## src/rtl/hist_pkg.sv

```systemverilog
// rtl/hist_pkg.sv - shared control/status encodings for the frame pipeline scheduler
package hist_pkg;

  typedef enum logic [1:0] {
    CTRL_IDLE  = 2'b00,
    CTRL_START = 2'b01,
    CTRL_RUN   = 2'b10,
    CTRL_ABORT = 2'b11
  } ctrl_e;

  typedef enum logic [1:0] {
    GF_IDLE  = 2'b00,
    GF_BUSY  = 2'b01,
    GF_DONE  = 2'b10,
    GF_ERROR = 2'b11
  } gflag_e;

  typedef enum logic [1:0] {
    ST_IDLE,
    ST_START,
    ST_RUN,
    ST_ABORT
  } stage_state_e;

  // Frame handed from one stage to the next, waiting for the downstream stage.
  typedef struct packed {
    logic valid;
    logic bank;
  } token_t;

  function automatic ctrl_e state_to_ctrl(input stage_state_e s);
    case (s)
      ST_START: return CTRL_START;
      ST_RUN:   return CTRL_RUN;
      ST_ABORT: return CTRL_ABORT;
      default:  return CTRL_IDLE;
    endcase
  endfunction

endpackage

```

## src/rtl/stage_seq.sv

```systemverilog
// rtl/stage_seq.sv - one pipeline stage sequencer: IDLE/START/RUN with a RUN watchdog
module stage_seq
  import hist_pkg::*;
#(
  parameter logic [19:0] TimeoutCycles = 20'd400000
) (
  input  logic  clock,
  input  logic  reset,
  input  logic  go,
  input  logic  flag,
  input  logic  abort,
  output ctrl_e control,
  output logic  idle,
  output logic  done,
  output logic  expired
);

  stage_state_e state, state_n;
  logic [19:0]  run_cnt;

  always_ff @(posedge clock) begin
    if (reset) begin
      state   <= ST_IDLE;
      run_cnt <= '0;
    end else begin
      state <= state_n;
      if (state == ST_RUN) begin
        run_cnt <= run_cnt + 20'd1;
      end else begin
        run_cnt <= '0;
      end
    end
  end

  always_comb begin
    state_n = state;
    done    = 1'b0;
    expired = 1'b0;
    case (state)
      ST_IDLE: begin
        if (go) state_n = ST_START;
      end
      ST_START: state_n = ST_RUN;
      ST_RUN: begin
        // A flag arriving in the last allowed RUN cycle still completes the stage.
        if (flag) begin
          done    = 1'b1;
          state_n = ST_IDLE;
        end else if (run_cnt == TimeoutCycles - 20'd1) begin
          expired = 1'b1;
          state_n = ST_ABORT;
        end
      end
      ST_ABORT: state_n = ST_IDLE;
      default:  state_n = ST_IDLE;
    endcase
    // Any stage timing out drives every stage through one ABORT cycle together.
    if (abort) state_n = ST_ABORT;
  end

  assign control = state_to_ctrl(state);
  assign idle    = (state == ST_IDLE);

endmodule

```

## src/rtl/frame_pipe_sched.sv

```systemverilog
// rtl/frame_pipe_sched.sv - Hist/Equ/Output three-stage frame scheduler over two ping-pong banks
module frame_pipe_sched
  import hist_pkg::*;
#(
  parameter logic [19:0] TimeoutCycles = 20'd400000
) (
  input  logic       clock,
  input  logic       reset,
  input  logic       StartSignal,
  input  logic       HistFlag,
  input  logic       EquFlag,
  input  logic       OutputFlag,
  output logic [1:0] HistControl,
  output logic [1:0] EquControl,
  output logic [1:0] OutputControl,
  output logic       HistBank,
  output logic       EquBank,
  output logic       OutputBank,
  output logic       StartDropped,
  output logic [7:0] FrameCount,
  output logic [1:0] GlobalFlag
);

  ctrl_e      hist_ctrl, equ_ctrl, out_ctrl;
  logic       hist_idle, equ_idle, out_idle;
  logic       hist_done_raw, equ_done_raw, out_done_raw;
  logic       hist_exp, equ_exp, out_exp, any_exp;
  logic       hist_done, equ_done, out_done;
  logic       hist_go, equ_go, out_go;
  logic       pending, err, done_pulse, hist_next;
  logic [1:0] occ, occ_n;
  token_t     equ_tok, out_tok;
  logic       equ_src_bank, out_src_bank;
  gflag_e     gflag;

  stage_seq #(.TimeoutCycles(TimeoutCycles)) u_hist (
    .clock   (clock),
    .reset   (reset),
    .go      (hist_go),
    .flag    (HistFlag),
    .abort   (any_exp),
    .control (hist_ctrl),
    .idle    (hist_idle),
    .done    (hist_done_raw),
    .expired (hist_exp)
  );

  stage_seq #(.TimeoutCycles(TimeoutCycles)) u_equ (
    .clock   (clock),
    .reset   (reset),
    .go      (equ_go),
    .flag    (EquFlag),
    .abort   (any_exp),
    .control (equ_ctrl),
    .idle    (equ_idle),
    .done    (equ_done_raw),
    .expired (equ_exp)
  );

  stage_seq #(.TimeoutCycles(TimeoutCycles)) u_out (
    .clock   (clock),
    .reset   (reset),
    .go      (out_go),
    .flag    (OutputFlag),
    .abort   (any_exp),
    .control (out_ctrl),
    .idle    (out_idle),
    .done    (out_done_raw),
    .expired (out_exp)
  );

  assign any_exp   = hist_exp | equ_exp | out_exp;
  assign hist_done = hist_done_raw & ~any_exp;
  assign equ_done  = equ_done_raw & ~any_exp;
  assign out_done  = out_done_raw & ~any_exp;

  // A fresh StartSignal can launch Hist directly without first landing in pending.
  assign hist_go = (pending | StartSignal) & hist_idle & ~occ[hist_next] & ~err & ~any_exp;

  // Downstream stages take a stored token first, else the frame finishing upstream this cycle.
  assign equ_go       = (equ_tok.valid | hist_done) & equ_idle & ~err & ~any_exp;
  assign equ_src_bank = equ_tok.valid ? equ_tok.bank : HistBank;
  assign out_go       = (out_tok.valid | equ_done) & out_idle & ~err & ~any_exp;
  assign out_src_bank = out_tok.valid ? out_tok.bank : EquBank;

  always_comb begin
    occ_n = occ;
    if (out_done) occ_n[OutputBank] = 1'b0;
    if (hist_go)  occ_n[hist_next]  = 1'b1;
  end

  always_ff @(posedge clock) begin
    if (reset) begin
      pending      <= 1'b0;
      err          <= 1'b0;
      done_pulse   <= 1'b0;
      StartDropped <= 1'b0;
      hist_next    <= 1'b0;
      HistBank     <= 1'b0;
      EquBank      <= 1'b0;
      OutputBank   <= 1'b0;
      occ          <= '0;
      equ_tok      <= '0;
      out_tok      <= '0;
      FrameCount   <= '0;
    end else if (any_exp) begin
      err          <= 1'b1;
      pending      <= 1'b0;
      done_pulse   <= 1'b0;
      StartDropped <= 1'b0;
      occ          <= '0;
      equ_tok      <= '0;
      out_tok      <= '0;
    end else begin
      StartDropped <= StartSignal & pending & ~err;
      if (hist_go) begin
        pending <= 1'b0;
      end else if (StartSignal && !err) begin
        pending <= 1'b1;
      end

      if (hist_go) begin
        HistBank  <= hist_next;
        hist_next <= ~hist_next;
      end
      occ <= occ_n;

      if (hist_done && !(equ_go && !equ_tok.valid)) begin
        equ_tok <= '{valid: 1'b1, bank: HistBank};
      end else if (equ_go) begin
        equ_tok.valid <= 1'b0;
      end
      if (equ_go) EquBank <= equ_src_bank;

      if (equ_done && !(out_go && !out_tok.valid)) begin
        out_tok <= '{valid: 1'b1, bank: EquBank};
      end else if (out_go) begin
        out_tok.valid <= 1'b0;
      end
      if (out_go) OutputBank <= out_src_bank;

      done_pulse <= out_done;
      if (out_done) FrameCount <= FrameCount + 8'd1;
    end
  end

  always_comb begin
    gflag = GF_IDLE;
    if (err) begin
      gflag = GF_ERROR;
    end else if (done_pulse) begin
      gflag = GF_DONE;
    end else if (pending || equ_tok.valid || out_tok.valid ||
                 !hist_idle || !equ_idle || !out_idle) begin
      gflag = GF_BUSY;
    end
  end

  assign HistControl   = hist_ctrl;
  assign EquControl    = equ_ctrl;
  assign OutputControl = out_ctrl;
  assign GlobalFlag    = gflag;

endmodule

```

## config.mk

```make
export PLATFORM = sky130hd
export DESIGN_NAME = frame_pipe_sched
export DESIGN_NICKNAME = d
export VERILOG_FILES = /design/src/rtl/hist_pkg.sv /design/src/rtl/stage_seq.sv /design/src/rtl/frame_pipe_sched.sv
export SDC_FILE = /design/constraint.sdc
export NUM_CORES = 1
export LEC_CHECK = 0
export ABC_AREA = 1
export ABC_CLOCK_PERIOD_IN_PS = 2200
export CORE_AREA = 2 2 88 90
export DETAILED_ROUTE_END_ITERATION = 16
export DIE_AREA = 0 0 90 92
export GPL_TIMING_DRIVEN = 0
export PLACE_DENSITY = 0.83
export SLEW_MARGIN = 30
export SYNTH_ARGS = -nofsm -noshare
export SYNTH_HDL_FRONTEND = slang
export SYNTH_SLANG_ARGS = --single-unit
```

## constraint.sdc

```tcl
create_clock -name clock -period 2.2 [get_ports clock]
set_input_delay 0.44 -clock clock [delete_from_list [all_inputs] [get_ports clock]]
set_output_delay 0.44 -clock clock [all_outputs]
set_load 0.02 [all_outputs]
```

* After elaboration in Yosys (flattened, before gate mapping)
Index checks and enable logic that the tools add are counted.
** Storage, ports and cells
- Register bits after elaboration :: 88
- Bits of input ports :: 6
- Output and inout port bits :: 20
- Logic and storage cells :: 163
** Operators by class
- $add $sub $neg :: 4
- $lt $le $gt $ge :: 4
- Equal/unequal tests :: 18
- Multiplexer cells :: 50
- Bitwise operators :: 30
- Reduce and logical (&&, ||, !) cells :: 37
** Operators by type and width (count)
- 20-bit by 1-bit adder with 20-bit output, second input constant :: 3
- 20-bit by 19-bit == test with 1-bit output, second input constant :: 3
- 2-bit 2-to-1 mux :: 16
- 1-bit 2-to-1 mux :: 26
- 2-bit one-hot mux with 4 select lines :: 3
- 2-bit one-hot mux with 3 select lines :: 3
- 1-bit AND :: 15
- 2-bit AND reduction :: 7
- 2-bit == test, second input constant :: 6
- 4-bit inequality test, second input constant :: 3
- 3-bit by 1-bit inequality test with 1-bit output, second input constant :: 3
- 8-bit by 1-bit adder with 8-bit output, second input constant :: 1
- 1-bit zero test :: 8
- 2-bit OR reduction :: 4
- 1-bit logical AND :: 7
- 1-bit inverter :: 7
- 2-bit by 1-bit == test with 1-bit output, second input constant :: 3
- 2-bit zero test :: 3
- 1-bit logical OR :: 5
- 1-bit bitwise OR :: 5
- 1-bit by 2-bit < comparator with 1-bit output, second input constant :: 2
- 2-bit nonzero test :: 2
- 3-bit OR reduction :: 1
- 2-bit AND :: 1
- 4 further kinds :: 6

* Logic depth before layout (Yosys ltp)
Gate-level depths: netlist (run 1).
- Depth after elaboration :: 16
- Mapped depth :: 13
- Mapped depth without buffers :: 13

* Modules after synthesis
From an unflattened synthesis (run 1), not the netlist that was laid out.
** Second synthesis, totals
- Cells, all modules :: 665
- Area total of the unflattened synthesis :: 4695.8 um^2
** By module, submodules not included
- stage_seq (u_equ ...) :: times used 2, cells each 169, area each 1194.9 um^2, seq. area each 440.4 um^2
- stage_seq (u_out) :: times used 1, cells each 180, area each 1218.7 um^2, seq. area each 440.4 um^2
- frame_pipe_sched :: times used 1, cells each 147, area each 1087.3 um^2, seq. area each 440.4 um^2

* Worst setup path before layout (run 1)
No wires, ideal clock.
- Path kind :: flip-flop to flip-flop
- Start :: register u_equ.run_cnt[0]
- End :: register FrameCount[4]
- Setup time :: 0.129 ns
- Arrival :: 1.528 ns
- Required time :: 2.071 ns
- Setup slack :: 0.543 ns
- Cell stages (with the launch flop) :: 12
- Path buffers :: 0
- Period minus slack after synthesis :: 1.657 ns
- Path through :: dfxtp_1 ha_1 nand2_1 nor2_4 nand2_1 nor2_2 nand3_2 nand2_4 nor2_4 clkinv_2 o21ai_0 nor3b_2
** On the way
- Cells in the longest elaborated chain, start to end :: 9
** RTL lines
- start, declared :: RTL line stage_seq.sv:19 : logic [19:0] run_cnt;
- start signal, assigned :: RTL line stage_seq.sv:28 : run_cnt <= run_cnt + 20'd1;
- 20-bit by 19-bit == test with 1-bit output * :: RTL line stage_seq.sv:49 : end else if (run_cnt == TimeoutCycles - 20'd1) begin
- 1-bit 2-to-1 mux * :: RTL line stage_seq.sv:49
- 1-bit 2-to-1 mux * :: RTL line stage_seq.sv:46 : if (flag) begin
- 1-bit 2-to-1 mux * :: RTL line stage_seq.sv:39 : case (state)
- 1-bit bitwise OR * (2 in series) :: RTL line frame_pipe_sched.sv:72 : assign any_exp = hist_exp | equ_exp | out_exp;
- 1-bit inverter (no source line) *
- 1-bit AND :: RTL line frame_pipe_sched.sv:75 : assign out_done = out_done_raw & ~any_exp;
- 2-bit AND reduction (no source line) *
- end signal, assigned :: RTL line frame_pipe_sched.sv:143 : if (out_done) FrameCount <= FrameCount + 8'd1;
- end, declared :: RTL line frame_pipe_sched.sv:20 : output logic [7:0] FrameCount,
Mark *: on every way between the ends. The rest lies on a longest branch, timed or not.
A chain may end at the register's enable or synchronous reset.

* Worst setup path after layout (run 1)
- Start :: register u_out.state[0]
- End :: output GlobalFlag[0]
** On the way
- Cells in the longest elaborated chain, start to end :: 6
** RTL lines
- start, declared :: RTL line stage_seq.sv:18 : stage_state_e state, state_n;
- start signal, assigned :: RTL line stage_seq.sv:26 : state <= state_n;
- 2-bit zero test :: RTL line stage_seq.sv:62 : assign idle = (state == ST_IDLE);
- 1-bit zero test :: RTL line frame_pipe_sched.sv:154 : !hist_idle || !equ_idle || !out_idle) begin
- 1-bit logical OR :: RTL line frame_pipe_sched.sv:154
- 1-bit 2-to-1 mux :: RTL line frame_pipe_sched.sv:153 : end else if (pending || equ_tok.valid || out_tok.valid ||
- 2-bit 2-to-1 mux :: RTL line frame_pipe_sched.sv:151 : end else if (done_pulse) begin
- 2-bit 2-to-1 mux :: RTL line frame_pipe_sched.sv:149 : if (err) begin
- end, declared :: RTL line frame_pipe_sched.sv:21 : output logic [1:0] GlobalFlag
No other way between the ends.

==> summary by stage, run 1 <==
Run
Max-cap violations in this run came to 0.

Drt
The final layout contains routed wiring with a total length of 8840 um. The highest layer touched by signal routing is met4. The wire length on met1 is 3860 um. The wire length on met3 is 333 um. In the final routed layout, each cell accounts on average for 12.0 um.

Before antenna repair, the detailed router went through 5 iterations. The detailed router placed 3842 vias in this run. In the routed layout, each cell is associated on average with a via count of 5.23. The first routing iteration left 170 violations. The count of nets left with antenna violations once routing finished came out at 0. The DRC violations left is 0. The routed length on met2 is 4450 um.

STA
Setup total negative slack on the finished layout was measured at 0 ps. Based on the critical path, the design can be clocked at up to 482 MHz. The pin slew with the least headroom to its limit is 535 ps. Of the available clock period, the critical path in the final layout requires 0.944. The final setup violation count is 0. Setup repair after global routing left no endpoint under its margin. The final hold violation count is 0. The worst slew margin relative to its limit is 0.643. The minimum clock period after layout is 2080 ps.

The post-route clock skew is 8.89 ps. The worst-case setup margin in the final layout is 123 ps. The max-slew violation count is 0.

Floorplan
The I/O pin total is 26. For this configuration, the core starts out at a cell density of 0.568. The core region area is 7450 um2. The floorplan row count is 32. The die span in y is 92 um. The die width is 90 um.

The overall die area is 8280 um2.

CTS
The clock-pin slew reported for the worst setup and hold paths after clock tree synthesis is 80 ps. For the worst-skew pair, the clock arrives at the later sink with an insertion delay of 350 ps. The number of clock buffers added by TritonCTS is 9.

In this run the clock root is driven by a sky130_fd_sc_hd__clkbuf_8. The post-CTS repair timing setup buffer count is 0. The largest buffer count on any clock path is 2. The H-tree generated during clock tree synthesis spans 3 levels. TritonCTS built the clock tree.

The sink count of the clock tree is 88. The number of hold buffers added after CTS was 0.

Critical path
STA classifies the critical path endpoint as a primary output. The required time of the critical path is 1760 ps. The largest individual stage delay along the critical path comes from the cell sky130_fd_sc_hd__dfxtp_1. The capture point of the worst path is GlobalFlag[0].

Together, buffers and inverters on the worst path number 1. The top fanout value on the critical path is 4. The worst register-to-register path ends at out_tok[0]. The critical path is of the reg2out type. For flop-to-flop paths, the worst setup slack is 250 ps. Walking the worst path, the cells encountered are nor2_1 > nand4_1 > nor3_1 > o21ai_0 > dlygate4sd2_1.

The critical path crosses 5 cells after its start point. The worst-case reg-to-reg path depth is 12. The cell class contributing the biggest share of worst-path delay is simple AND/OR/NAND/NOR gates. STA puts the critical path data arrival time at 1640 ps. The startpoint of the worst register-to-register path is u_equ.run_cnt[0].

The largest single stage delay on the critical path is 350 ps. The origin of the worst setup path is u_out.state[0]. STA classifies the critical path startpoint as a flip-flop.

Placed design
Summed over all nets, the half-perimeter wirelength after detailed placement is 6590 um. In this run the tool buffered the top-level ports with 24 buffer cells. Prior to clock tree synthesis, the placed netlist has a worst setup slack of 135 ps. The weighted congestion at the end of routability-driven global placement is 0.869.

Layout
The antenna diode count is 0. Of the cells placed in the final design, the portion with a size suffix greater than 1 is 0.0791. The synthesis-to-layout area growth is 12.8%. Summing all multi-input logic gate instances after layout gives 2070 um2. The layout has 653 filler cells. In the final design database the tool counted 639 nets. The area occupied by registers is 1760 um2.

Logic synthesis
After synthesis, the mean cell area works out to 7.12 um2. The share of the Yosys chip area taken by registers is 0.417. The most repeated cell in the gate-level netlist after synthesis is sky130_fd_sc_hd__nand2_1.

The post-synthesis net count is 604. In the synthesized netlist, the number of instances is 594. The number of flops mapped to enable cells by yosys is 0. After synthesis, the share of flip-flops with an asynchronous set or reset is 0. The number of synthesis warnings is 0. By area the synthesized netlist is led by sky130_fd_sc_hd__dfxtp_1 42%, sky130_fd_sc_hd__nand2_1 8.7%, sky130_fd_sc_hd__inv_1 7.9%.

The most used flip-flop cell after synthesis is sky130_fd_sc_hd__dfxtp_1. The post-synth design cell area is 4230 um2. By count the netlist is led by 98 x sky130_fd_sc_hd__nand2_1, 89 x sky130_fd_sc_hd__inv_1, 88 x sky130_fd_sc_hd__dfxtp_1. The netlist uses 40 different library cells. The largest total area in the synthesized netlist belongs to sky130_fd_sc_hd__dfxtp_1. After synthesis the netlist holds a flip-flop and latch count of 88. Of the post-synthesis cell area, the dominant cell type holds 0.417.

Global route
The via count of the first global-routing pass came to 3636. The total routing resource utilization after global routing is 0.219. Entering global routing, the biggest net connects 14 pins. The total overflow left after global routing is 0. The wire length of the first global-routing pass is 15100 um. The initial antenna violation count is 0.

Hold path
The worst min-delay path category is reg2reg.

Power
In this run the static leakage power is 0.00158 uW. For this design the ratio of total power to cell area is 732 nW/um2. VDD sags by at most 0.394 mV.

Status
The flow ran to the end, and the final reports show no timing, DRC or antenna violations.
logic make-up after synthesis:
| group | Yosys count | synth area share |
|---|---|---|
| buffers and inverters | 103 | 0.0935 |
| flip-flops | 88 | 0.417 |
| AND/OR/NAND/NOR | 292 | 0.335 |
| adder cells (fa/ha/maj) | 4 | 0.0118 |
| AO/OA/AOI/OAI | 97 | 0.122 |
| XOR/XNOR | 10 | 0.0207 |
per-layer routing:
metal	vias to the layer above	GRT usage
met4	0	0.103
li1	1991	-
met3	19	0.0329
met2	78	0.398
met5	-	0
met1	1754	0.252
power by group:
group	internal (uW)	switching, uW
logic	266	438
clock network	509	548
registers	1670	59.7
worst min-delay path by stage:
stage                      start                 to  depth (start not counted)  slack [ps]
3_5_place_dp    u_out.run_cnt[0]   u_out.run_cnt[0]                          1         430
4_1_cts         u_out.run_cnt[0]   u_out.run_cnt[0]                          1         450
6_report        u_out.run_cnt[0]   u_out.run_cnt[0]                          1         450
2_1_floorplan   u_out.run_cnt[0]   u_out.run_cnt[0]                          1         410
5_1_grt        u_hist.run_cnt[0]  u_hist.run_cnt[0]                          1         480
3_3_place_gp    u_out.run_cnt[0]   u_out.run_cnt[0]                          1         430
what timing repair did:
action / 4_1_cts / 5_1_grt
hold endpoints to repair: 0 / 0
endpoints found under the setup margin: 1 / 0
resized for setup: 1 / 0
cells in the final DEF, fill, tap and decap left out, types with 2 or more instances in the layout:
cell	synthesis	routed
sky130_fd_sc_hd__a21oi_1	51	51
sky130_fd_sc_hd__a31oi_1	3	3
sky130_fd_sc_hd__clkbuf_8	0	9
sky130_fd_sc_hd__nor3b_1	6	6
sky130_fd_sc_hd__xor2_1	5	5
sky130_fd_sc_hd__o21ai_0	32	32
sky130_fd_sc_hd__clkinv_2	1	3
sky130_fd_sc_hd__nor2_4	5	5
sky130_fd_sc_hd__or2_2	3	3
sky130_fd_sc_hd__nand3_2	6	6
sky130_fd_sc_hd__inv_1	89	89
sky130_fd_sc_hd__nor2_1	83	83
sky130_fd_sc_hd__o211ai_1	2	2
sky130_fd_sc_hd__nor3_2	2	2
sky130_fd_sc_hd__nor3_1	23	23
sky130_fd_sc_hd__nand3_4	2	2
sky130_fd_sc_hd__ha_1	4	4
sky130_fd_sc_hd__clkdlybuf4s50_1	0	23
sky130_fd_sc_hd__nand3_1	26	26
sky130_fd_sc_hd__clkbuf_1	10	11
sky130_fd_sc_hd__dfxtp_1	88	88
sky130_fd_sc_hd__o21a_1	5	5
sky130_fd_sc_hd__nor2_2	9	9
sky130_fd_sc_hd__nand4_1	14	14
sky130_fd_sc_hd__nand2_2	4	4
sky130_fd_sc_hd__xnor2_1	5	5
sky130_fd_sc_hd__nor4_1	4	4
sky130_fd_sc_hd__nand2_1	98	98
registers in the layout, summed over array words and instances, names as in the netlist, 2 cells and up:
register	count
u_equ.state	2
occ	2
u_equ.run_cnt	20
u_out.state	2
FrameCount	8
u_out.run_cnt	20
equ_tok	2
out_tok	2
u_hist.state	2
u_hist.run_cnt	20
stage by stage:
stage	instance area, um2	hold WS, ps	util	power [uW]	std cells
final	4770	452	0.640	3490	734
after global routing	4770	481	0.640	3660	734
after global placement	4600	427	0.617	2450	720
after floorplan	4230	413	-	2230	594
after CTS	4770	448	0.640	3510	734
after detailed placement	4600	432	0.617	2480	720
cell type report:
| type | count | share of cell area |
|---|---|---|
| buffer | 11 | 0.0102 |
| clock buffer | 10 | 0.0268 |
| clock inverter | 4 | 0.00997 |
| inverter | 92 | 0.0727 |
| multi-input combinational | 403 | 0.434 |
| sequential | 88 | 0.369 |
| tap | 102 | 0.0268 |
| timing repair buffer | 24 | 0.0501 |
(Power assumes the default switching activity.)
==> run 2, diff against run 1 <==
--- a/config.mk
+++ b/config.mk
@@ -7,12 +7,13 @@
 export LEC_CHECK = 0
 export ABC_AREA = 1
 export ABC_CLOCK_PERIOD_IN_PS = 2200
-export CORE_AREA = 2 2 88 90
+export CORE_AREA = 2 2 92 94
 export DETAILED_ROUTE_END_ITERATION = 16
-export DIE_AREA = 0 0 90 92
+export DIE_AREA = 0 0 94 96
 export GPL_TIMING_DRIVEN = 0
 export PLACE_DENSITY = 0.83
-export SLEW_MARGIN = 30
+export SLEW_MARGIN = 20
 export SYNTH_ARGS = -nofsm -noshare
 export SYNTH_HDL_FRONTEND = slang
+export SYNTH_HIERARCHICAL = 1
 export SYNTH_SLANG_ARGS = --single-unit
==> run 2 against run 1 <==
  * Hold slack gained 4.8 ps
  * Combinational power grew 18%
  * Cell count grew 10%
  * Via count grew 9.0%
  * Utilization grew 2.3 points
  * Critical path depth is the same
  * Clock skew is essentially flat
  * Non-clock buffer count shrank 1
  * Setup slack gained 19 ps
  * Routed wire length grew 7.3%
  * Synthesized cell count grew 12%
  * Largest cell class unchanged
==> summary by stage, run 2 <==
Critical path
The required time of the critical path is 1760 ps (about the same). The worst-case reg-to-reg path depth is 14 (was 12). The kind of capture point of the worst setup path is a primary output (unchanged). The startpoint of the worst register-to-register path is u_out/run_cnt[0] (was u_equ.run_cnt[0]).

The kind of start point of the critical path is a flip-flop (unchanged). The setup slack of the most critical reg-to-reg path is 150 ps (was 250 ps). The arrival time at the worst endpoint is 1620 ps (was 1640 ps).

The kind of critical path was reg2out (unchanged). The end of the worst register-to-register path is u_hist/state[0] (was out_tok[0]). The origin of the worst setup path is u_out/state[0] (was u_out.state[0]). The top fanout value on the critical path was 4 (unchanged).

STA
The final critical-path share of the clock period came to 0.935 (was 0.944). The post-route clock skew is 8.49 ps (was 8.89 ps). The final hold violation count came to 0 (unchanged).

The final setup violation count is 0 (unchanged). The worst-case setup margin in the final layout was 143 ps (was 123 ps). The pin slew with the least headroom to its limit is 584 ps (was 535 ps). The achievable frequency is 486 MHz (was 482 MHz). The minimum clock period after layout came to 2060 ps (was 2080 ps). The max-slew violation count was 0 (unchanged).

The worst slew margin relative to its limit is 0.610 (was 0.643).

Drt
The number of vias per cell after detailed routing is 5.17 (was 5.23). The final wirelength is 9480 um (was 8840 um). The detailed router's first-iteration violation count came to 137 (was 170). The DRC violations left came to 0 (unchanged). The number of vias in the routed layout is 4189 (was 3842). The detail-routed net length per standard cell is 11.7 um (was 12.0 um). The number of iterations in the first detailed-routing pass is 5 (unchanged).

The number of nets with antenna violations after routing came to 0 (unchanged).

Logic synthesis
The basic-gate share of the synthesized area counting and, or, nand and nor cells is 0.413 (was 0.335). The most repeated cell in the gate-level netlist after synthesis is sky130_fd_sc_hd__nand2_1 (unchanged). Most numerous cell types in the synthesized netlist: 131 x sky130_fd_sc_hd__nand2_1, 109 x sky130_fd_sc_hd__nor2_1, 88 x sky130_fd_sc_hd__dfxtp_1 (was 98 x sky130_fd_sc_hd__nand2_1, 89 x sky130_fd_sc_hd__inv_1, 88 x sky130_fd_sc_hd__dfxtp_1). The cell count after synthesis is 665 (was 594). The async set-or-reset flop fraction in the synthesized netlist is 0 (unchanged).

The post-synthesis net count came to 675 (was 604). The number of flops mapped to enable cells by yosys is 0 (unchanged). The multiplexer fraction of the synthesized cell area is 0.00426 (was 0). The cell type contributing the most total cell area after synthesis is sky130_fd_sc_hd__dfxtp_1 (unchanged).

The number of synthesis warnings is 6 (was 0). The average cell area after synthesis was 7.06 um2 (was 7.12 um2). The primary flip-flop cell chosen by synthesis mapping is sky130_fd_sc_hd__dfxtp_1 (unchanged). The post-synth design cell area is 4700 um2 (was 4230 um2). The proportion of netlist area held by the largest area contributor is 0.375 (was 0.417). The adder-cell area share of the yosys netlist came to 0.0107 (was 0.0118).

Leading cell types by total area after synthesis: sky130_fd_sc_hd__dfxtp_1 38%, sky130_fd_sc_hd__nand2_1 10%, sky130_fd_sc_hd__nor2_1 8.7% (was sky130_fd_sc_hd__dfxtp_1 42%, sky130_fd_sc_hd__nand2_1 8.7%, sky130_fd_sc_hd__inv_1 7.9%). The post-synthesis xor/xnor area fraction is 0.00746 (was 0.0207). The number of flip-flops and latches in the synthesized netlist came to 88 (unchanged). The count of distinct cell types in the synthesized netlist is 39 (was 40). The combinational family with the most area after synthesis was simple AND/OR/NAND/NOR gates (unchanged). The complex-gate fraction of the synthesized area is 0.103 (was 0.122). The sequential fraction of the synthesis area came to 0.375 (was 0.417).

CTS
The H-tree depth came to 3 (unchanged). The sink count of the clock tree is 88 (unchanged). The largest buffer count on any clock path came to 2 (unchanged).

The TritonCTS buffer count came to 9 (unchanged). The cell chosen for the clock root is sky130_fd_sc_hd__clkbuf_8 (unchanged). The clock-pin slew reported for the worst setup and hold paths after clock tree synthesis is 80 ps (about the same). The insertion delay to the later sink of the worst-skew pair is 350 ps (about the same).

The CTS tree is done (unchanged).

Global route
The final global-route overflow total is 0 (unchanged). The total routing resource utilization after global routing is 0.226 (was 0.219). The maximum number of pins on one net before global-route repair is 16 (was 14). The via count of the first global-routing pass is 3913 (was 3636). The wire length of the first global-routing pass is 16500 um (was 15100 um). The initial antenna violation count is 0 (unchanged).

Power
The reported leakage power is 0.00214 uW (was 0.00158 uW). The worst voltage drop across the vdd grid is 0.491 mV (was 0.394 mV). The power density normalized to cell area came to 734 nW/um2 (was 732 nW/um2).

Layout
The final layout net count came to 711 (was 639). The synthesis-to-layout area growth came to 13.7% (was 12.8%). The post-layout instance area was 5340 um2 (was 4770 um2).

The antenna diode count was 0 (unchanged). The share of layout cells above drive strength 1 is 0.146 (was 0.0791). Highest-count cells in the layout ignoring fill and taps: 131 x sky130_fd_sc_hd__nand2_1, 105 x sky130_fd_sc_hd__nor2_1, 88 x sky130_fd_sc_hd__dfxtp_1 (was 98 x sky130_fd_sc_hd__nand2_1, 89 x sky130_fd_sc_hd__inv_1, 88 x sky130_fd_sc_hd__dfxtp_1).

Top flop regs: u_equ/run_cnt: 20 flops, u_hist/run_cnt: 20 flops, u_out/run_cnt: 20 flops (was u_equ.run_cnt: 20 flops, u_hist.run_cnt: 20 flops, u_out.run_cnt: 20 flops). The commonest non-fill, non-tap cell in the layout is sky130_fd_sc_hd__nand2_1 (unchanged).

Placed design
The weighted congestion at the end of routability-driven global placement is 0.904 (was 0.869). The total placed instance area is 5080 um2 (was 4600 um2). The post-placement worst setup slack is -35.7 ps (was 135 ps).

The half-perimeter wire length of the detailed placement result came to 7140 um (was 6590 um). The count of buffers inserted at the top-level ports is 25 (was 24).

Floorplan
The floorplan row count came to 33 (was 32). The I/O pin total came to 26 (unchanged). The overall die area is 9020 um2 (was 8280 um2). The initial cell density of the core came to 0.583 (was 0.568).

The core region area is 8050 um2 (was 7450 um2). The die width is 94 um (was 90 um). The die span in y is 96 um (was 92 um).

Status
Outcome: completed (unchanged).

Hold path
The number of instances on the worst hold path is 1 (unchanged). The endpoint of the worst hold path is u_hist/run_cnt[0] (was u_out.run_cnt[0]). The worst min-delay path category is reg2reg (unchanged). The worst min-delay path startpoint is u_hist/run_cnt[0] (was u_out.run_cnt[0]).

Run
The max-capacitance violation count is 0 (unchanged).
[run 2: cell count changes after synthesis, sizes merged, moves of 7 or more]
cell | before | now
a21oi | 51 | 44
nand2 | 103 | 155
nor2 | 97 | 138
nor3 | 25 | 11
o21ai | 33 | 26
[run 2: area by class of cell]
| class | count | area [um2] |
|---|---|---|
| inverter | 97 | 368 |
| clock inverter | 5 | 106 |
| timing repair buffer | 25 | 249 |
| multi-input combinational | 471 | 2550 |
| clock buffer | 10 | 128 |
| fill | 703 | 2710 |
| sequential | 88 | 1760 |
| tap | 105 | 131 |
| buffer | 9 | 40.0 |
[run 2: critical path: stages, from the launching register on]
cell	delay, ps
sky130_fd_sc_hd__dfxtp_1	360
sky130_fd_sc_hd__nor2_2	220
sky130_fd_sc_hd__nand4_1	130
sky130_fd_sc_hd__nor3_1	140
sky130_fd_sc_hd__o21ai_0	90
sky130_fd_sc_hd__dlygate4sd2_1	330
[run 2: logic make-up after synthesis]
kind of cell | count (synthesis)
fa+ha+maj | 4
simple gates | 373
buf+inv | 106
xor+xnor | 4
flops | 88
compound gates | 88
mux | 2
[run 2: through the flow]
| step | total power [uW] | utilization | std cells | hold slack [ps] | setup TNS (ps) |
|---|---|---|---|---|---|
| 6_report | 3920 | 0.663 | 810 | 456 | 0 |
| 5_1_grt | 4120 | 0.663 | 810 | 482 | -0.350 |
| 4_1_cts | 3950 | 0.662 | 810 | 464 | 0 |
| 3_5_place_dp | 2630 | 0.631 | 795 | 446 | -60.6 |
| 3_3_place_gp | 2610 | 0.631 | 795 | 439 | 0 |
| 2_1_floorplan | 2350 | - | 665 | 427 | 0 |
[run 2: report_power, final]
part           internal (uW)  switching (uW)
clock network            751             561
logic                    334             500
registers               1680            89.7
[run 2: repair_timing]
action,4_1_cts,5_1_grt
setup endpoints to repair,2,7
endpoints found under the hold margin,0,0
setup buffers,0,0
hold buffers,0,0
resized for setup,6,2
[run 2: worst max-delay path by stage]
stage                           end
finish                GlobalFlag[0]
global route        u_hist/state[0]
CTS                 u_hist/state[0]
detailed placement  u_hist/state[0]
global placement    u_hist/state[0]
floorplan           u_hist/state[0]
[run 2: per-layer routing]
metal / GRT usage / share of wire / vias to the layer above
met1: 0.269 / 0.45 / 1925
met4: 0.0857 / 0.015 / 0
met2: 0.409 / 0.51 / 62
met3: 0.0376 / 0.031 / 13
met5: 0 / 0 / -
li1: - / - / 2189
==> run 3, diff against run 2 <==
--- a/config.mk
+++ b/config.mk
@@ -6,7 +6,6 @@
 export NUM_CORES = 1
 export LEC_CHECK = 0
 export ABC_AREA = 1
-export ABC_CLOCK_PERIOD_IN_PS = 2200
 export CORE_AREA = 2 2 92 94
 export DETAILED_ROUTE_END_ITERATION = 16
 export DIE_AREA = 0 0 94 96
==> constraint.sdc (replaced) <==
create_clock -name clock -period 2 [get_ports clock]
set_input_delay 0.4 -clock clock [delete_from_list [all_inputs] [get_ports clock]]
set_output_delay 0.4 -clock clock [all_outputs]
set_load 0.02 [all_outputs]
==> run 3 against run 2 <==
  * First-iteration DRC count rose by 12%
  * Power rose by 12%
  * Clock power rose by 9.9%
  * Via count rose by 1.7%
  * Cell area rose by 3.2%
  * Setup slack got worse by 93 ps
  * Clock skew rose by 1.8 ps
  * Register-to-register slack got worse by 80 ps
  * Non-clock buffer count rose by 12
  * Utilization rose by 2.1 points
  * Routed wire length rose by 3.8%
  * Sequential share of layout area fell by 0.84 points
  * Critical path type is now in2reg
==> summary by stage, run 3 (synthesized netlist as in run 2, its figures left out) <==
STA
The final critical-path share of the clock period is 0.975. The post-route clock skew was 10.3 ps (was 8.49 ps). The pin slew with the least headroom to its limit came to 614 ps (was 584 ps). The achievable frequency is 513 MHz. The worst slack on hold paths was 427 ps (was 456 ps).

The worst slew margin relative to its limit came to 0.590 (was 0.610). The worst path needs 1950 ps of the cycle, external delays included. The final setup violation count is 0 (unchanged). The final hold violation count is 0 (unchanged). The max-slew violation count was 0 (unchanged).

CTS
The sink count of the clock tree was 88 (unchanged). The H-tree depth came to 3 (unchanged). The largest buffer count on any clock path is 2 (unchanged). The CTS tree is done (unchanged). The clock-pin slew reported for the worst setup and hold paths after clock tree synthesis is 90 ps (was 80 ps). The insertion delay to the later sink of the worst-skew pair was 350 ps (about the same). The TritonCTS buffer count was 9 (unchanged).

The cell chosen for the clock root is sky130_fd_sc_hd__clkbuf_8 (unchanged).

Critical path
The critical path's largest stage delay came to 500 ps (was 360 ps). The most numerous cell type found on the critical path is sky130_fd_sc_hd__nor2_1. The setup slack of the most critical reg-to-reg path was 70 ps (was 150 ps). Critical path, cell by cell: clkdlybuf4s50_1 > inv_1 > nand3_1 > nor2_2 > nor2_4 > nand2_8 > nor2_8 > clkinvlp_4 > buf_4 > nor2_1 > nor2_1 (was nor2_2 > nand4_1 > nor3_1 > o21ai_0 > dlygate4sd2_1). The total stage count of the critical path is 11 (was 5). The startpoint of the worst register-to-register path was u_equ/run_cnt[0] (was u_out/run_cnt[0]). The worst-path cell with the longest stage delay is sky130_fd_sc_hd__clkdlybuf4s50_1 (was sky130_fd_sc_hd__dfxtp_1).

The capture point of the worst path was FrameCount[1] (was GlobalFlag[0]). The required time of the critical path was 2250 ps (was 1760 ps). The kind of start point of the critical path is a primary input (was flip-flop).

The kind of critical path is in2reg (was reg2out). The arrival time at the worst endpoint is 2210 ps (was 1620 ps). The origin of the worst setup path is EquFlag (was u_out/state[0]). The top fanout value on the critical path is 8 (was 4).

The cell class contributing the biggest share of worst-path delay is simple AND/OR/NAND/NOR gates (unchanged). The kind of capture point of the worst setup path is a flip-flop (was primary output). The end of the worst register-to-register path is FrameCount[1] (was u_hist/state[0]). The buffer and inverter count on the worst path is 4 (was 1).

The worst-case reg-to-reg path depth came to 12 (was 14).

Floorplan
The overall die area was 9020 um2 (unchanged). The I/O pin total is 26 (unchanged). The initial cell density of the core is 0.583 (unchanged). The core region area is 8050 um2 (unchanged). The die span in y was 96 um (unchanged).

The die width was 94 um (unchanged). The floorplan row count came to 33 (unchanged).

Global route
The via count of the first global-routing pass is 3932 (was 3913). The final global-route overflow total is 0 (unchanged). The total routing resource utilization after global routing is 0.227 (was 0.226).

The wire length of the first global-routing pass came to 16500 um (about the same). The initial antenna violation count was 0 (unchanged). The maximum number of pins on one net before global-route repair was 16 (unchanged).

Hold path
The worst min-delay path category is reg2reg (unchanged).

Drt
The detail-routed net length per standard cell is 12.0 um (was 11.7 um). The DRC violations left is 0 (unchanged). The number of vias in the routed layout was 4261 (was 4189).

The number of nets with antenna violations after routing came to 0 (unchanged). The final wirelength is 9840 um (was 9480 um). The number of vias per cell after detailed routing came to 5.18 (was 5.17). The detailed router's first-iteration violation count is 153 (was 137). The number of iterations in the first detailed-routing pass is 5 (unchanged).

Layout
Highest-count cells in the layout ignoring fill and taps: 128 x sky130_fd_sc_hd__nand2_1, 104 x sky130_fd_sc_hd__nor2_1, 82 x sky130_fd_sc_hd__inv_1 (was 131 x sky130_fd_sc_hd__nand2_1, 105 x sky130_fd_sc_hd__nor2_1, 88 x sky130_fd_sc_hd__dfxtp_1). The final non-filler cell total came to 823 (was 810). The total of fill cells in the finished design is 669 (was 703).

The antenna diode count is 0 (unchanged). The commonest non-fill, non-tap cell in the layout is sky130_fd_sc_hd__nand2_1 (unchanged). Top flop regs: u_equ/run_cnt: 20 flops, u_hist/run_cnt: 20 flops, u_out/run_cnt: 20 flops (unchanged).

The final layout net count came to 724 (was 711). The synthesis-to-layout area growth is 17.3% (was 13.7%). The share of layout cells above drive strength 1 is 0.195 (was 0.146). The post-layout instance area is 5510 um2 (was 5340 um2).

Power
The worst voltage drop across the vdd grid was 0.526 mV (was 0.491 mV). The power density normalized to cell area is 793 nW/um2 (was 734 nW/um2). The reported leakage power came to 0.00222 uW (was 0.00214 uW).

Placed design
The total placed instance area is 5080 um2 (unchanged). The weighted congestion at the end of routability-driven global placement is 0.904 (unchanged). The half-perimeter wire length of the detailed placement result is 7140 um (unchanged).

The count of buffers inserted at the top-level ports came to 25 (unchanged). The number of cells after detailed placement is 795 (unchanged).

Status
Outcome: completed (unchanged).

Run
The max-capacitance violation count is 0 (unchanged).
run 3: cell types whose count changed in the layout (fill, tap and decap cells not counted), sizes merged:
cell         previous run  this run
nand2                 155       156
buf                     3        15
inv                    93        92
clkbuf                 16        17
dlygate4sd2             1         0
clkinvlp                1         2
run 3: how the worst min path moves through the flow:
stage	startpoint	end	slack, ps	depth (start not counted)
4_1_cts	u_hist/run_cnt[0]	u_hist/run_cnt[0]	460	1
3_3_place_gp	u_equ/run_cnt[0]	u_equ/run_cnt[0]	440	1
2_1_floorplan	err	StartDropped	430	1
5_1_grt	u_hist/run_cnt[0]	u_hist/run_cnt[0]	440	1
3_5_place_dp	u_hist/run_cnt[0]	u_hist/run_cnt[0]	450	1
6_report	u_hist/run_cnt[0]	u_hist/run_cnt[0]	430	1
run 3: what timing repair did:
action | 4_1_cts | 5_1_grt
buffers inserted | 1 | 11
resized for setup | 10 | 29
pin swaps | 3 | 9
hold buffers | 0 | 0
gates cloned | 0 | 1
setup endpoints to repair | 16 | 21
run 3: metrics by stage:
| step | util | TNS [ps] | power [uW] | worst slack [ps] |
|---|---|---|---|---|
| 5_1_grt | 0.684 | -47.2 | 4590 | -31.5 |
| 3_3_place_gp | 0.631 | -1260 | 2870 | -155 |
| 2_1_floorplan | - | 0 | 2580 | 155 |
| 3_5_place_dp | 0.631 | -2270 | 2890 | -196 |
| 4_1_cts | 0.665 | 0 | 4360 | 7.20 |
| 6_report | 0.684 | 0 | 4370 | 49.4 |
run 3: final cells by class:
type,instances,area (um2),area share
Sequential cell,88,1770,0.322
Inverter,97,372,0.0675
Buffer,9,40.0,0.00727
Timing Repair Buffer,37,335,0.0609
Multi-Input combinational cell,472,2630,0.476
Clock inverter,5,106,0.0193
Clock buffer,10,128,0.0232
Tap cell,105,131,0.0238
run 3: worst reg2reg max path: cells and delay by family (launching register included):
| kind | cells | cell delay (ps) |
|---|---|---|
| buf+inv | 2 | 330 |
| flops | 1 | 340 |
| fa+ha+maj | 1 | 200 |
| simple gates | 9 | 990 |
run 3: metal layers:
metal / routed length (um) / vias up / GRT usage
met5: 0 / - / 0
met4: 126 / 0 / 0.0809
met3: 373 / 11 / 0.0376
met2: 5050 / 78 / 0.415
met1: 4290 / 1957 / 0.269
li1: - / 2215 / -
run 3: power breakdown:
part	leakage, uW	internal, uW	switching [uW]
Sequential	0.000714	1850	106
Combinational	0.00139	397	573
Clock	0.000113	826	615
